**config.mk**
```make
export PLATFORM = sky130hd
export DESIGN_NAME = hazard_match_tracker
export DESIGN_NICKNAME = d
export VERILOG_FILES = /design/src/rtl/hazard_match_tracker.sv
export SDC_FILE = /design/constraint.sdc
export NUM_CORES = 1
export LEC_CHECK = 0
export ABC_AREA = 1
export ABC_CLOCK_PERIOD_IN_PS = 1590
export BUFFER_PORTS_ARGS = -buffer_cell sky130_fd_sc_hd__buf_2
export CAP_MARGIN = 20
export CORE_AREA = 2 2 61 63
export CTS_BUF_LIST = sky130_fd_sc_hd__clkbuf_16
export CTS_CLUSTER_DIAMETER = 120
export DETAILED_ROUTE_END_ITERATION = 12
export DIE_AREA = 0 0 63 65
export PLACE_DENSITY = 0.66
export SKIP_CTS_REPAIR_TIMING = 1
export SYNTH_ARGS = -nofsm -noshare
export SYNTH_HDL_FRONTEND = slang
export SYNTH_SLANG_ARGS = --single-unit
```
**constraint.sdc**
```tcl
create_clock -name clk -period 1.59 [get_ports clk]
set_input_delay 0.318 -clock clk [delete_from_list [all_inputs] [get_ports clk]]
set_output_delay 0.318 -clock clk [all_outputs]
set_load 0.02 [all_outputs]
```
**src/rtl/hazard_match_tracker.sv**
```systemverilog
// Decode->Writeback register/control tag pipeline that feeds the hazard unit.
// Define HAZ_PERF_CNT_EN to add load-stall and flush performance counters.
module hazard_match_tracker #(
    parameter int REG_W      = 4,
    parameter int RESET_HOLD = 2,
    parameter int CNT_W      = 16
) (
    input  logic             clk,
    input  logic             reset_n,
    input  logic             ValidD,
    input  logic [REG_W-1:0] RA1D,
    input  logic [REG_W-1:0] RA2D,
    input  logic [REG_W-1:0] WA3D,
    input  logic             RegWriteD,
    input  logic             MemtoRegD,
    input  logic             PCSrcD,
    input  logic             CondExE,
    input  logic             StallD,
    input  logic             FlushE,
    input  logic             FlushD,
    output logic             Match_1E_M,
    output logic             Match_1E_W,
    output logic             Match_2E_M,
    output logic             Match_2E_W,
    output logic             Match_12D_E,
    output logic             RegWriteM,
    output logic             RegWriteW,
    output logic             MemtoRegE,
    output logic             PCSrcE,
    output logic             PCSrcM,
    output logic             PCSrcW,
    output logic             resetHit
`ifdef HAZ_PERF_CNT_EN
   ,output logic [CNT_W-1:0] ldr_stall_cnt,
    output logic [CNT_W-1:0] flush_cnt
`endif
);

    localparam int HOLD_W = $clog2(RESET_HOLD + 1);

    typedef struct packed {
        logic             valid;
        logic [REG_W-1:0] ra1;
        logic [REG_W-1:0] ra2;
        logic [REG_W-1:0] wa3;
        logic             regWrite;
        logic             memtoReg;
        logic             pcSrc;
    } exTag_t;

    typedef struct packed {
        logic             valid;
        logic [REG_W-1:0] wa3;
        logic             regWrite;
        logic             memtoReg;
        logic             pcSrc;
    } tag_t;

    logic [HOLD_W-1:0] holdCnt;
    exTag_t tagE, tagENext;
    tag_t   tagM, tagMNext;
    tag_t   tagW, tagWNext;

    always_ff @(posedge clk or negedge reset_n) begin
        if (!reset_n) begin
            holdCnt <= HOLD_W'(RESET_HOLD);
        end else if (holdCnt != '0) begin
            holdCnt <= holdCnt - HOLD_W'(1);
        end
    end

    assign resetHit = (holdCnt != '0);

    always_comb begin
        tagENext = '0;
        unique case (1'b1)
            (resetHit | FlushE | ~ValidD): tagENext = '0;
            default: begin
                tagENext.valid    = 1'b1;
                tagENext.ra1      = RA1D;
                tagENext.ra2      = RA2D;
                tagENext.wa3      = WA3D;
                tagENext.regWrite = RegWriteD;
                tagENext.memtoReg = MemtoRegD;
                tagENext.pcSrc    = PCSrcD;
            end
        endcase
    end

    // Condition failure in Execute squashes every side effect downstream.
    always_comb begin
        tagMNext = '0;
        if (!resetHit) begin
            tagMNext.valid    = tagE.valid;
            tagMNext.wa3      = tagE.wa3;
            tagMNext.regWrite = tagE.regWrite & CondExE;
            tagMNext.memtoReg = tagE.memtoReg & CondExE;
            tagMNext.pcSrc    = tagE.pcSrc & CondExE;
        end
    end

    always_comb begin
        tagWNext = '0;
        if (!resetHit) begin
            tagWNext = tagM;
        end
    end

    always_ff @(posedge clk or negedge reset_n) begin
        if (!reset_n) begin
            tagE <= '0;
            tagM <= '0;
            tagW <= '0;
        end else begin
            tagE <= tagENext;
            tagM <= tagMNext;
            tagW <= tagWNext;
        end
    end

    assign Match_1E_M = tagE.valid & tagM.valid & (tagE.ra1 == tagM.wa3);
    assign Match_1E_W = tagE.valid & tagW.valid & (tagE.ra1 == tagW.wa3);
    assign Match_2E_M = tagE.valid & tagM.valid & (tagE.ra2 == tagM.wa3);
    assign Match_2E_W = tagE.valid & tagW.valid & (tagE.ra2 == tagW.wa3);

    assign Match_12D_E = ValidD & tagE.valid &
                         ((RA1D == tagE.wa3) | (RA2D == tagE.wa3));

    assign RegWriteM = tagM.regWrite;
    assign RegWriteW = tagW.regWrite;
    assign MemtoRegE = tagE.memtoReg;
    assign PCSrcE    = tagE.pcSrc;
    assign PCSrcM    = tagM.pcSrc;
    assign PCSrcW    = tagW.pcSrc;

`ifdef HAZ_PERF_CNT_EN
    logic ldrStallEv;
    logic flushEv;

    assign ldrStallEv = StallD & FlushE & ~resetHit;
    assign flushEv    = FlushD & ~resetHit;

    always_ff @(posedge clk or negedge reset_n) begin
        if (!reset_n) begin
            ldr_stall_cnt <= '0;
            flush_cnt     <= '0;
        end else begin
            if (ldrStallEv && !(&ldr_stall_cnt)) begin
                ldr_stall_cnt <= ldr_stall_cnt + CNT_W'(1);
            end
            if (flushEv && !(&flush_cnt)) begin
                flush_cnt <= flush_cnt + CNT_W'(1);
            end
        end
    end

    logic unusedTagBits;
    assign unusedTagBits = tagW.memtoReg;
`else
    localparam int unusedCntW = CNT_W;

    logic unusedTagBits;
    assign unusedTagBits = ^{tagW.memtoReg, StallD, FlushD};
`endif

endmodule

```
==> flow_summary.toml <==
[outcome]
status = "finished, final reports clean"

[critical_path]
arrival_ps = 1260
crit_path_end_kind = "output port"
startpoint_type = "register"
crit_type = "register to output port"
crit_fanout = 4
r2r_cells = 6
cp.required_ps = 1270

[place]
placed_cell_area_sq_um = 1679
dp_hpwl_mm = 1.814
numPortBuffers = 31
dp_slack_ps = 225.8
gp_congestion = 0.7862

[synthesis]
synth_seq_area_share_pct = 54.32
synth_top_flop_cell = "dfrtp_1"
syn_area_sq_um = 1476
syn-num-nets = 206
yosysUniqueCellTypes = 22
synth_top_area_share_pct = 52.54
synthCells = 183
synth.largest_area_cell = "dfrtp_1"
ys_top_cells_by_area = "dfrtp_1 53%, nand2_1 14%, inv_1 11%"
yosysMostFrequentCell = "nand2_1"
avgSynthCellArea_sq_um = 8.068
synth_edf_count = 0
async_flop_share_pct = 100.0
ys.warnings.count = 0
synth_commonest_cells = "57 x nand2_1, 43 x inv_1, 31 x dfrtp_1"
synth_seq_cells = 32

[grt]
grtUsageMet2_pct = 23.14
grtUsageMet3_pct = 4.688
grt_use_met1_pct = 16.63
grt_max_degree = 33
grt_pass1_wl_mm = 4.443
grt_pass1_vias = 1061
top_usage_layer = "met2"
antenna_found_initial = 0
overflow = 0
grt_usage_pct = 14.22

[layout]
drive_gt1_share_pct = 28.13
nNetsFinal = 246
multiInputGateArea_sq_um = 515.5
filler_cell_count = 335
synthToLayoutAreaGrowth_pct = 30.59
utilization_pct = 55.15
fin_area_sq_um = 1928
regArea_sq_um = 802.0
num_antenna_cells = 0

[floorplanning]
dieHeight_um = 65
dieArea_sq_um = 4095
io_pins = 34
die_w_um = 63
core_area_sq_um = 3496
start_util_pct = 42.23
rows = 22

[sta]
final-setup-viol-count = 0
rsz0062_at_grt = "true"
worst_hold_slack_ps = 50.90
hold_viol = 0
fmax_ghz = 0.6326
relSlewSlack_pct = 74.38
timing.final.ws_setup_ps = 9.116
fin_crit_sh_pct = 99.43
tightest_slew_ps = 384.3
period_minus_slack_ps = 1581
skew_ps = 3.470
slew_violations = 0

[power]
pwr-share-clk_pct = 50.2
sw_frac_of_total_pct = 20.71
power_mw = 2.070
p_seq_share_pct = 41.9
vdd_drop_max_uv = 810.6
p_sw_uw = 428.6
p_per_area_nw_per_um2 = 1073
cellInternalPower_mw = 1.641
p_leak_nw = 1.112
pwr-share-comb_pct = 7.9

[clock_tree]
clkLatencyLatePin_ps = 270
clk_pin_slew_ps = 50
clockBufferDepth = 2
cts_root_buffer = "clkbuf_16"
cts_tree = "yes"
cts_buffers = 5
cts.sinks = 32
cts_max_level = 2

[detailed_routing]
drc = 0
drt-wirelength-per-cell_um = 9.180
first_pass_iters = 4
wirelength_mm = 2.497
drtAntennaViolNets = 0
num_vias = 1133
drt_iter0_markers = 36
via_per_inst = 4.165

[hold_path]
holdCritPathClass = "input pin to asynchronous set/reset pin"

[flow_run]
drv_cap = 0
path summary, 6_finish.rpt:
kind / startpoint / to / slack, ps
worst max-delay path: tagE[3] / Match_12D_E / 9
worst min-delay path: reset_n / tagE[2] / 50
worst max register to register: holdCnt[1] / tagE[12] / 290
worst min register to register: PCSrcM / PCSrcW / 460
max in group asynchronous: reset_n / holdCnt[1] / 1230
min in group clk: FlushE / tagE[15] / 230
through the flow:
step | instances | TNS (ps)
3_5_place_dp | 261 | 0
4_1_cts | 269 | -130.6
3_3_place_gp | 261 | 0
5_1_grt | 272 | -295.9
6_report | 272 | 0
2_1_floorplan | 183 | 0
placed cells by master (no fill, tap or decap), drive strengths merged, types with 2 or more instances in the layout:
cell	synthesis	layout
o221ai	2	2
nor3	2	2
xnor2	4	4
nand4	2	2
inv	45	46
dfrtp	31	31
o211ai	2	2
nor2	24	24
nand2	57	57
buf	3	36
clkbuf	0	5
a21oi	5	5
layout make-up:
cell class | count | area share [%]
clock buffer | 5 | 6.489
multi-input combinational | 103 | 26.74
inverter | 45 | 8.890
clock inverter | 3 | 2.012
tap | 48 | 3.115
timing repair buffer | 36 | 11.16
sequential | 32 | 41.60
power groups by stage:
stage,Sequential (mW),Combinational [mW],Clock (mW)
5_1_grt,0.871,0.191,1.10
6_report,0.868,0.163,1.04
4_1_cts,0.866,0.153,1.06
3_5_place_dp,0.879,0.152,0
3_3_place_gp,0.878,0.151,0
2_1_floorplan,0.881,0.0849,0
worst max-delay path, stage by stage, from the launching register on:
cell     delay (ps)
dfrtp_1         410
nand2_1          90
nand2_1          50
nor2_1           90
nand2_1          70
a21oi_2         150
buf_6           130
registers in the layout, summed over array words and instances, names as in the netlist:
name       cells
tagW           5
RegWriteW      1
PCSrcE         1
MemtoRegE      1
PCSrcW         1
tagE          14
tagM           5
RegWriteM      1
holdCnt        2
PCSrcM         1
cell families (layout without fill, tap and decap cells):
| group | Yosys count | in the layout | synth area share (%) |
|---|---|---|---|
| AND/OR/NAND/NOR | 86 | 86 | 23.56 |
| adder cells (fa/ha/maj) | 1 | 1 | 0.8473 |
| XOR/XNOR | 5 | 5 | 2.966 |
| buffers and inverters | 48 | 89 | 13.47 |
| flip-flops | 32 | 32 | 54.32 |
| AO/OA/AOI/OAI | 11 | 11 | 4.830 |
layer usage:
layer | part of all wire, % | up-vias | wire length (um)
met5 | 0 | - | 0
met4 | 1.7 | 0 | 42
met1 | 44 | 492 | 1096
li1 | - | 611 | -
met2 | 49 | 25 | 1220
met3 | 5.4 | 5 | 136
(Power assumes the default switching activity.)
